===== src/rtl/seq_gen_pkg.sv =====
// seq_gen_pkg: shared definitions for the serial pattern generator.
//   state_t         - FSM state encoding (IDLE=00, SHIFT=01, GAP=10, DONE=11)
//   DEFAULT_PATTERN - pattern transmitted when the top is not overridden
package seq_gen_pkg;

  typedef enum logic [1:0] {
    ST_IDLE  = 2'b00,
    ST_SHIFT = 2'b01,
    ST_GAP   = 2'b10,
    ST_DONE  = 2'b11
  } state_t;

  localparam logic [3:0] DEFAULT_PATTERN = 4'b1011;

endpackage


===== src/rtl/seq_gen_if.sv =====
// seq_gen_if: request/serial-output bundle of the pattern generator.
//   start - request a transmission (master -> slave)
//   rpt   - extra frame count, frames sent = rpt+1 (master -> slave)
//   c     - serial data out (slave -> master)
//   valid - c carries a pattern bit (slave -> master)
//   busy  - transmission in progress, pattern and gap bits (slave -> master)
//   done  - one-cycle completion pulse (slave -> master)
interface seq_gen_if;
  logic       start;
  logic [3:0] rpt;
  logic       c;
  logic       valid;
  logic       busy;
  logic       done;

  modport master (output start, rpt, input c, valid, busy, done);
  modport slave  (input start, rpt, output c, valid, busy, done);
endinterface


===== src/rtl/seq_gen_shreg.sv =====
// seq_gen_shreg: parallel-load, MSB-out left shift register.
//   ck    - clock, rising edge
//   rs    - asynchronous reset, active-low; clears the register
//   load  - load din (has priority over shift)
//   shift - shift left by one, zero fill
//   din   - parallel load value
//   dout  - current MSB
// Zero fill means the register is all zeros once every loaded bit has been
// shifted out, so dout doubles as the idle-low serial output.
module seq_gen_shreg #(
  parameter int unsigned PAT_W = 4
) (
  input  logic             ck,
  input  logic             rs,
  input  logic             load,
  input  logic             shift,
  input  logic [PAT_W-1:0] din,
  output logic             dout
);

  logic [PAT_W-1:0] sr;

  // NOTE: sequential state uses non-blocking assignments so every flop
  // samples pre-edge values regardless of process ordering.
  always_ff @(posedge ck or negedge rs) begin
    if (!rs) begin
      sr <= '0;
    end else if (load) begin
      sr <= din;
    end else if (shift) begin
      sr <= {sr[PAT_W-2:0], 1'b0};
    end
  end

  assign dout = sr[PAT_W-1];

endmodule


===== src/rtl/seq_gen.sv =====
// seq_gen: repeating serial pattern generator.
//   ck  - clock, rising edge
//   rs  - asynchronous reset, active-low
//   bus - seq_gen_if slave: start/rpt in; c/valid/busy/done out (all registered)
// A start in IDLE sends PATTERN (MSB first) rpt+1 times, separated by GAP
// idle bit-times, then pulses done for one cycle and returns to IDLE.
module seq_gen
  import seq_gen_pkg::*;
#(
  parameter int unsigned      PAT_W   = 4,
  parameter logic [PAT_W-1:0] PATTERN = DEFAULT_PATTERN,
  parameter int unsigned      GAP     = 2
) (
  input logic      ck,
  input logic      rs,
  seq_gen_if.slave bus
);

  localparam logic [2:0] BIT_LAST = 3'(PAT_W - 1);
  localparam logic [2:0] GAP_LAST = 3'((GAP == 0) ? 0 : GAP - 1);

  state_t     state, state_d;
  logic [2:0] bit_cnt, bit_cnt_d;
  logic [2:0] gap_cnt, gap_cnt_d;
  logic [3:0] frame_cnt, frame_cnt_d;
  logic       load, shift;
  logic       valid_q, busy_q, done_q;
  logic       sr_out;

  seq_gen_shreg #(.PAT_W(PAT_W)) u_shreg (
    .ck   (ck),
    .rs   (rs),
    .load (load),
    .shift(shift),
    .din  (PATTERN),
    .dout (sr_out)
  );

  // NOTE: every signal written here gets a default first, so no path can
  // leave one unassigned and infer a latch.
  always_comb begin
    state_d     = state;
    bit_cnt_d   = bit_cnt;
    gap_cnt_d   = gap_cnt;
    frame_cnt_d = frame_cnt;
    load        = 1'b0;
    shift       = 1'b0;
    case (state)
      ST_IDLE: begin
        if (bus.start) begin
          state_d     = ST_SHIFT;
          load        = 1'b1;
          bit_cnt_d   = '0;
          frame_cnt_d = bus.rpt;
        end
      end
      ST_SHIFT: begin
        if (bit_cnt == BIT_LAST) begin
          bit_cnt_d = '0;
          if (frame_cnt == 4'd0) begin
            state_d = ST_DONE;
            shift   = 1'b1;      // clears the register so c goes low
          end else if (GAP != 0) begin
            state_d   = ST_GAP;
            shift     = 1'b1;
            gap_cnt_d = '0;
          end else begin
            // Back-to-back frame: reload on the last bit, no idle cycle.
            load        = 1'b1;
            frame_cnt_d = frame_cnt - 4'd1;
          end
        end else begin
          shift     = 1'b1;
          bit_cnt_d = bit_cnt + 3'd1;
        end
      end
      ST_GAP: begin
        if (gap_cnt == GAP_LAST) begin
          state_d     = ST_SHIFT;
          load        = 1'b1;
          gap_cnt_d   = '0;
          frame_cnt_d = frame_cnt - 4'd1;  // nonzero, else GAP is never entered
        end else begin
          gap_cnt_d = gap_cnt + 3'd1;
        end
      end
      ST_DONE: state_d = ST_IDLE;
      default: state_d = ST_IDLE;
    endcase
  end

  // Outputs are decoded from the next state and registered, so they line up
  // with the shift register contents in the same cycle.
  always_ff @(posedge ck or negedge rs) begin
    if (!rs) begin
      state     <= ST_IDLE;
      bit_cnt   <= '0;
      gap_cnt   <= '0;
      frame_cnt <= '0;
      valid_q   <= 1'b0;
      busy_q    <= 1'b0;
      done_q    <= 1'b0;
    end else begin
      state     <= state_d;
      bit_cnt   <= bit_cnt_d;
      gap_cnt   <= gap_cnt_d;
      frame_cnt <= frame_cnt_d;
      valid_q   <= (state_d == ST_SHIFT);
      busy_q    <= (state_d == ST_SHIFT) || (state_d == ST_GAP);
      done_q    <= (state_d == ST_DONE);
    end
  end

  assign bus.c     = sr_out;
  assign bus.valid = valid_q;
  assign bus.busy  = busy_q;
  assign bus.done  = done_q;

endmodule


===== src/flat_wrapper.sv =====
// flat-port wrapper written by rule: the top's interface ports become plain ports
module seq_gen_flat import seq_gen_pkg::*;
#(
  parameter int unsigned      PAT_W   = 4,
  parameter logic [PAT_W-1:0] PATTERN = DEFAULT_PATTERN,
  parameter int unsigned      GAP     = 2
)
  (ck, rs, bus_start, bus_rpt, bus_c, bus_valid, bus_busy, bus_done);
  seq_gen_if bus_i ();
  input logic ck;
  input logic rs;
  input wire logic [$bits(bus_i.start)-1:0] bus_start;
  input wire logic [$bits(bus_i.rpt)-1:0] bus_rpt;
  output wire logic [$bits(bus_i.c)-1:0] bus_c;
  output wire logic [$bits(bus_i.valid)-1:0] bus_valid;
  output wire logic [$bits(bus_i.busy)-1:0] bus_busy;
  output wire logic [$bits(bus_i.done)-1:0] bus_done;
  assign bus_i.start = bus_start;
  assign bus_i.rpt = bus_rpt;
  assign bus_c = bus_i.c;
  assign bus_valid = bus_i.valid;
  assign bus_busy = bus_i.busy;
  assign bus_done = bus_i.done;
  seq_gen #(.PAT_W(PAT_W), .PATTERN(PATTERN), .GAP(GAP)) u_core (.ck(ck), .rs(rs), .bus(bus_i));
endmodule

===== config.mk =====
export PLATFORM = sky130hd
export DESIGN_NAME = seq_gen_flat
export DESIGN_NICKNAME = d
export VERILOG_FILES = /design/src/rtl/seq_gen_pkg.sv /design/src/rtl/seq_gen_if.sv /design/src/rtl/seq_gen_shreg.sv /design/src/rtl/seq_gen.sv /design/src/flat_wrapper.sv
export SDC_FILE = /design/constraint.sdc
export NUM_CORES = 1
export LEC_CHECK = 0
export ABC_AREA = 1
export ABC_CLOCK_PERIOD_IN_PS = 2820
export CAP_MARGIN = 15
export CORE_AREA = 2 2 52 54
export CTS_CLUSTER_DIAMETER = 30
export CTS_CLUSTER_SIZE = 14
export DETAILED_ROUTE_END_ITERATION = 12
export DIE_AREA = 0 0 54 56
export PLACE_DENSITY = 0.71
export SETUP_SLACK_MARGIN = 0.4
export SYNTH_ARGS = -nofsm -noshare
export SYNTH_HDL_FRONTEND = slang
export SYNTH_SLANG_ARGS = --single-unit

===== constraint.sdc =====
create_clock -name ck -period 2.82 [get_ports ck]
set_input_delay 0.705 -clock ck [delete_from_list [all_inputs] [get_ports ck]]
set_output_delay 0.705 -clock ck [all_outputs]
set_load 0.01 [all_outputs]

# Word-level counts from Yosys, hierarchy flattened
# Cells that the tools add are included.
# totals
regBits,19
inputBits,7
output_inout_bits,4
wordCells,54
# op_classes
n_addsub,3
n_eq_ne,12
mux,21
n_reduce_logical,10
# op_table
operator,n
4-bit two-way mux,4
3-bit two-way mux,5
3-bit case mux with 2 select lines,2
2-bit equality test (second input constant),4
2-bit case mux with 4 select lines,1
4-bit case mux with 2 select lines,1
2-bit nonzero test,4
3-bit by 1-bit adder with 3-bit output (second input constant),2
2-bit two-way mux,3
3-bit AND reduction,2
2-bit by 1-bit equality test with 1-bit output (second input constant),2
4-bit zero test,1
1-bit two-way mux,4
2-bit by 1-bit inequality test with 1-bit output (second input constant),2
2-bit inequality test (second input constant),2
4-bit by 1-bit subtractor with 4-bit output (second input constant),1
3-bit by 1-bit equality test with 1-bit output (second input constant),1
3-bit by 2-bit equality test with 1-bit output (second input constant),1
2-bit zero test,1
1-bit case mux with 2 select lines,1
2-bit AND reduction,1
1-bit logical OR,1

# Logic depth before layout (Yosys ltp)
# Gate-level depths: netlist (run 1).
# logic_depth
word_depth,6
ltp_mapped,12

# Modules after synthesis
# Synthesis (run 1) repeated with hierarchy kept, for this count alone.
# unflattened
hier_cells,116
hier_area_um2,970.9
# modules_own_cells
mod,n_inst,cells_per_inst,area_each_um2
seq_gen,1,95,797.0
seq_gen_shreg,1,21,173.9

# Worst setup path after synthesis (run 1)
# No wires, ideal clock.
# synth_timing
path_type,register -> register
start,reg u_core.state[0]
end,reg u_core.busy_q (netlist: u_core.bus.busy)
t_arrival_ns,1.573
required_ns,2.707
setup_slack_ns,1.134
path_stages_with_launch,10
path_buffers,0
period_less_slack_ns,1.686
path_cell_list,dfrtp_1 > inv_1 > ha_1 > inv_2 > or2_0 > or2_1 > nand2_2 > inv_1 > ha_1 > inv_1
# synth_via
elab_chain_len,4
elab_cells_between_ends,11
# synth_rtl
element,line_no,rtl
"start, declared",seq_gen.sv:22,"state_t state, state_d;"
"start signal, assigned",seq_gen.sv:104,state <= state_d;
"2-bit equality test, or another cell as far along",seq_gen.sv:48,case (state)
2-bit case mux with 4 select lines *,seq_gen.sv:48,
2-bit by 1-bit equality test with 1-bit output or 2-bit equality test (tied branches),seq_gen.sv:109,busy_q <= (state_d == ST_SHIFT) || (state_d == ST_GAP);
1-bit logical OR *,seq_gen.sv:109,
"end signal, assigned",seq_gen.sv:109,
"end, declared",seq_gen.sv:27,"logic valid_q, busy_q, done_q;"
# Every way passes the cells marked *; elsewhere a longest branch is shown, timed or not.
# A chain may end at the register's enable or synchronous reset.

# Final worst setup path (run 1)
# layout_timing
start,reg u_core.u_shreg.sr[3]
end,out bus_c
# layout_lines
element,line_no,rtl
"start, declared",seq_gen_shreg.sv:21,logic [PAT_W-1:0] sr;
"start signal, assigned",seq_gen_shreg.sv:29,sr <= din;
"start signal, assigned",seq_gen_shreg.sv:31,"sr <= {sr[PAT_W-2:0], 1'b0};"
"end, declared",flat_wrapper.sv:14,output wire logic [$bits(bus_i.c)-1:0] bus_c;
# No word-level cell between the ends.

==> flow_metrics.py, run 1 <==
metrics = {
    "status": {
        "status": "finished, final reports clean",
    },
    "worst_setup_path": {
        "crit_arrival_ps": 1190,
        "path_cells": "clkdlybuf4s50_1",
        "crit_type": "reg2out",
        "crit_path_max_fanout": 2,
        "slowest_delay_ps": 530,
        "critical_path_buf_inv_count": 1,
        "required_ps": 2120,
        "cp-end-kind": "output pin",
        "critPathSlowestCell": "clkdlybuf4s50_1",
        "cp_top_family": "buffers and inverters",
        "start_kind": "flop",
    },
    "clock_tree": {
        "postCtsSetupBuffers": 0,
        "cts_sinks": 19,
        "tritoncts": "yes",
        "clock_path_buffers": 2,
        "holdBufCountCts": 0,
        "cts_root_buf": "clkbuf_4",
        "clk_pin_slew_worst_paths_ps": 100,
        "post_cts_resized": 0,
        "cts_buffers": 3,
        "htreeDepth": 1,
        "worst_skew_pair.late_latency_ps": 290,
    },
    "place": {
        "portBuffers": 10,
        "place_ws_ps": 698,
        "place_congestion": 0.765,
        "dpl.cell_count": 177,
        "dp_hpwl_um": 1380,
    },
    "timing": {
        "relSlewSlack": 0.741,
        "fin_crit_ps": 1890,
        "fin_crit_sh": 0.671,
        "setup_tns_ps": 0,
        "finalMaxSlewViolations": 0,
        "tightest_slew_ps": 389,
        "hold_violations": 0,
        "rsz0062_at_grt": "false",
        "finalSetupViolCount": 0,
        "fmax_mhz": 529,
        "layout_setup_ws_ps": 929,
        "fin_skew_ps": 1.69,
    },
    "layout": {
        "fin_nets": 166,
        "diodes": 0,
        "syn_to_final_growth_pct": 15.4,
        "drive_gt1_frac": 0.0795,
        "fin_cells": 181,
    },
    "global_route": {
        "grt-ovfl-total": 0,
        "grt_pass1_vias": 812,
        "grt_pass1_wl_um": 3350,
        "grt_start_max_net_pins": 20,
        "use_met2": 0.225,
        "grt_busiest_layer": "met2",
        "use_met3": 0.0565,
        "antenna_found_initial": 0,
        "grtUsageTotal": 0.147,
        "gr-usage-met1": 0.200,
    },
    "floorplan": {
        "rows": 18,
        "die_w_um": 54,
        "num_io_pins": 11,
        "die_area_um2": 3020,
        "die_y_um": 56,
        "initial_core_util": 0.437,
        "coreArea_um2": 2430,
    },
    "power_and_ir_drop": {
        "ir_worst_vdd_uv": 667,
        "leakage_nw": 0.623,
        "power_density_nw_per_um2": 887,
    },
    "synth": {
        "synth_cell_types": 21,
        "synth_area_um2": 1060,
        "syn-num-nets": 151,
        "synthCells": 137,
        "ys_ff_latch": 19,
        "syn_area_per_cell_um2": 7.76,
        "yosys_warnings": 0,
        "seq_area_frac_synth": 0.447,
    },
    "drt": {
        "routed_wl_um": 1850,
        "drc_errors": 0,
        "viasPerCell": 4.85,
        "wl_per_cell_um": 10.2,
        "drtIter0Drc": 14,
        "vias": 877,
        "ant_nets": 0,
        "drt_pass1_iterations": 4,
    },
    "run": {
        "drv_cap": 0,
    },
    "hold_path": {
        "hold_class": "reg2reg",
    },
}
[power breakdown]
part           leakage (nW)  total (mW)  internal (mW)  switching, mW
sequential            0.242       0.422          0.369         0.0534
clock                0.0150       0.137         0.0551         0.0817
combinational         0.367       0.530          0.216          0.314
total                 0.623        1.09          0.640          0.450
[metal layers]
metal | vias to the layer above | wire length, um | share of wire
met1 | 400 | 902 | 0.49
met3 | 2 | 76 | 0.041
met5 | - | 0 | 0
met2 | 15 | 854 | 0.46
li1 | 460 | - | -
met4 | 0 | 14 | 0.0076
[state kept, by name, indices dropped and copies added (netlist names)]
register / count
u_core.bit_cnt: 3
u_core.bus.valid: 1
u_core.u_shreg.sr: 4
u_core.bus.busy: 1
u_core.bus.done: 1
u_core.frame_cnt: 4
u_core.state: 2
u_core.gap_cnt: 3
[cell families after synthesis]
logic type	count (synthesis)	share of synthesized area
simple gates	69	0.285
buf+inv	24	0.0906
flops	19	0.447
compound gates	16	0.0776
fa+ha+maj	7	0.0823
xor+xnor	1	0.00824
mux	1	0.00941
[cells in the final DEF (no fill, tap or decap), types with 2 or more instances in the layout]
cell and n:
clkdlybuf4s50_1 10, clkbuf_4 3, inv_2 3, nand3_1 14, ha_1 7, o21ai_0 11, o21ai_1 3, dfrtp_1 19
or2_2 2, nand2_1 38, nor2_1 8, inv_1 19, nand4_1 3
[stage by stage]
stage | area [um^2] | total power [mW] | hold WS [ps] | utilization
after floorplan | 1060 | 0.811 | 409 | -
after global placement | 1200 | 0.942 | 460 | 0.494
after detailed placement | 1200 | 0.960 | 476 | 0.494
after CTS | 1230 | 1.10 | 501 | 0.505
after global routing | 1230 | 1.22 | 517 | 0.505
final | 1230 | 1.09 | 489 | 0.505
[synth_stat cells (all sizes together)]
cell type,number,area [um^2]
a21oi,1,5.00
o211ai,1,7.51
mux2i,1,10.0
nand2,39,149
nand4,3,18.8
o21ai,14,70.1
nor2,8,30.0
dfrtp,19,475
buf,1,7.51
ha,7,87.6
nand3,15,80.1
xor2,1,8.76
or2,4,25.0
inv,23,88.8
[area by class of cell]
| class | count | area, um^2 |
|---|---|---|
| clock buffers | 4 | 26.3 |
| fillers | 236 | 1200 |
| repair buffers | 11 | 108 |
| inverters | 23 | 88.8 |
| well taps | 30 | 37.5 |
| flip-flops and latches | 19 | 475 |
| multi-input cells | 94 | 492 |
[final timing paths]
check,start,cells after the start,slack (ps),endpoint
min in group asynchronous,rs,2,730,u_core.frame_cnt[2]$_DFFE_PN0P_
max in group asynchronous,rs,2,1880,u_core.state[0]$_DFF_PN0_
worst min register to register,u_core.u_shreg.sr[3]$_DFFE_PN0P_,2,490,u_core.u_shreg.sr[3]$_DFFE_PN0P_
worst max register to register,u_core.state[0]$_DFF_PN0_,10,930,u_core.bus.busy$_DFF_PN0_
worst max-delay path,u_core.u_shreg.sr[3]$_DFFE_PN0P_,1,930,bus_c
worst min-delay path,u_core.u_shreg.sr[3]$_DFFE_PN0P_,2,490,u_core.u_shreg.sr[3]$_DFFE_PN0P_
(Power assumes the default switching activity.)
==> run 2, diff against run 1 <==
ABC_CLOCK_PERIOD_IN_PS = 1900   (was 2820)
clock period = 1.9 ns   (was 2.82 ns; I/O delays follow)
==> run 2 against run 1 <==
Against the previous run:
- global-route usage grew 2.0 points
- critical path depth grew 8
- via count is 12% higher
- first-iteration DRC count increased by 50%
- register-to-register slack worse by 710 ps
- core utilization grew 6.0 points
- final area increased by 12%
- flip-flop and latch count unchanged
==> flow_metrics.py, run 2 (same netlist as run 1, synthesis figures left out) <==
metrics = {
    "status": {
        "status": "finished, final reports clean",
    },
    "worst_setup_path": {
        "cp-endpoint": "u_core.bus.busy$_DFF_PN0_",
        "critical_path_buf_inv_count": 4,
        "required_ps": 2100,
        "cp-end-kind": "flop",
        "critPathSlowestCell": "dfrtp_1",
        "r2r_cells": 9,
        "cp_top_family": "simple AND/OR/NAND/NOR gates",
        "r2r_start": "u_core.state[1]$_DFF_PN0_",
        "worstReg2RegEnd": "u_core.bus.busy$_DFF_PN0_",
        "path_common_cell": "inv_2",
        "slowest_delay_ps": 420,
        "crit_arrival_ps": 1880,
        "crit_start": "u_core.state[1]$_DFF_PN0_",
        "crit_path_max_fanout": 3,
        "r2r_setup_slack_ps": 220,
        "cp.depth": 9,
        "path_cells": "inv_2 -> ha_4 -> inv_2 -> or2_1 -> or2_1 -> nand2_2 -> inv_2 -> ha_4 -> inv_1",
        "crit_type": "reg2reg",
        "start_kind": "flop",
    },
    "global_route": {
        "grt_pass1_vias": 942,
        "grt_pass1_wl_um": 3870,
        "grt_start_max_net_pins": 20,
        "grtUsageTotal": 0.167,
        "grt-ovfl-total": 0,
        "antenna_found_initial": 0,
    },
    "timing": {
        "layout_setup_ws_ps": 222,
        "hold_violations": 0,
        "relSlewSlack": 0.839,
        "fmax_mhz": 596,
        "fin_skew_ps": 1.62,
        "finalMaxSlewViolations": 0,
        "rsz0062_at_grt": "true",
        "setup_tns_ps": 0,
        "tightest_slew_ps": 241,
        "fin_crit_ps": 1680,
        "fin_crit_sh": 0.883,
        "hold_slack_ps": 480,
        "finalSetupViolCount": 0,
    },
    "power_and_ir_drop": {
        "power_density_nw_per_um2": 1390,
        "switchingPower_uw": 787,
        "ir_worst_vdd_uv": 1070,
        "power_mw": 1.91,
        "pwr-share-seq": 0.328,
        "internal_power_mw": 1.12,
        "leakage_nw": 0.703,
        "switching_share": 0.413,
        "p_clk_frac": 0.105,
        "combPwrFrac": 0.567,
    },
    "drt": {
        "ant_nets": 0,
        "drc_errors": 0,
        "wl_per_cell_um": 11.7,
        "drt-met1-wl_um": 994,
        "vias": 979,
        "drtIter0Drc": 21,
        "viasPerCell": 5.07,
        "drt_pass1_iterations": 4,
        "highest_layer": "met4",
        "wl_met3_um": 74,
        "wl_met2_um": 1180,
        "routed_wl_um": 2270,
    },
    "clock_tree": {
        "worst_skew_pair.late_latency_ps": 290,
        "clk_pin_slew_worst_paths_ps": 100,
        "tritoncts": "yes",
        "cts_sinks": 19,
        "cts_root_buf": "clkbuf_4",
        "cts_buffers": 3,
        "holdBufCountCts": 0,
        "clock_path_buffers": 2,
        "htreeDepth": 1,
    },
    "run": {
        "drv_cap": 0,
    },
    "place": {
        "dp_hpwl_um": 1530,
        "place_ws_ps": -3.15,
        "placed_cell_area_um2": 1220,
        "dpl.cell_count": 178,
        "portBuffers": 10,
        "place_congestion": 0.713,
    },
    "layout": {
        "layout_common_cells": "nand2_1, dfrtp_1, inv_1, nand3_1, buf_4",
        "finalInstanceArea_um2": 1370,
        "post-route-util": 0.564,
        "drive_gt1_frac": 0.227,
        "reg_top3": "u_core.frame_cnt x4, u_core.u_shreg.sr x4",
        "fin_nets": 178,
        "final_common_cell": "nand2_1",
        "fin_cells": 193,
        "syn_to_final_growth_pct": 29.1,
        "diodes": 0,
    },
    "hold_path": {
        "hold_class": "reg2reg",
        "hold_depth": 2,
    },
    "floorplan": {
        "initial_core_util": 0.437,
        "die_y_um": 56,
        "die_w_um": 54,
        "rows": 18,
        "coreArea_um2": 2430,
        "num_io_pins": 11,
        "die_area_um2": 3020,
    },
}
==> run 2: cell count changes in the layout (fill, tap and decap cells not counted), sizes merged <==
cell | before | now
dlygate4sd2 | 0 | 4
clkdlybuf4s50 | 10 | 6
buf | 1 | 13
==> run 2: worst min path at each step <==
stage	from	endpoint
after floorplan	rs	u_core.bit_cnt[0]$_DFFE_PN0P_
after global placement	u_core.u_shreg.sr[3]$_DFFE_PN0P_	u_core.u_shreg.sr[3]$_DFFE_PN0P_
after detailed placement	u_core.u_shreg.sr[3]$_DFFE_PN0P_	u_core.u_shreg.sr[3]$_DFFE_PN0P_
after CTS	u_core.u_shreg.sr[3]$_DFFE_PN0P_	u_core.u_shreg.sr[3]$_DFFE_PN0P_
after global routing	u_core.u_shreg.sr[3]$_DFFE_PN0P_	u_core.u_shreg.sr[3]$_DFFE_PN0P_
final	u_core.u_shreg.sr[3]$_DFFE_PN0P_	u_core.u_shreg.sr[3]$_DFFE_PN0P_
==> run 2: what timing repair did <==
item | CTS | global route
setup buffers | 7 | 4
setup endpoints to repair | 12 | 16
pin swaps | 4 | 6
resized for setup | 9 | 12
==> run 2: worst min-delay path: stages (launching register included) <==
cell     delay [ps]
dfrtp_1         360
nand2_1          50
nand2_1          50
==> run 2: layout make-up <==
cell class,count,area [um^2]
clock buffer,4,26.3
inverter,23,91.3
sequential,19,475
multi-input combinational,94,546
fill,226,1060
tap,30,37.5
timing repair buffer,23,196
==> run 2: power groups by stage <==
stage	Clock (mW)	Sequential (mW)	Combinational (mW)
after global routing	0.228	0.639	1.23
final	0.201	0.626	1.08
after floorplan	0	0.640	0.583
after global placement	0	0.636	0.788
after CTS	0.208	0.626	0.955
after detailed placement	0	0.644	0.817
==> run 2: routing by layer <==
metal  up-vias  global-route usage
met2        15               0.280
li1        486                   -
met3         4              0.0484
met4         0              0.0357
met5         -                   0
met1       474               0.208
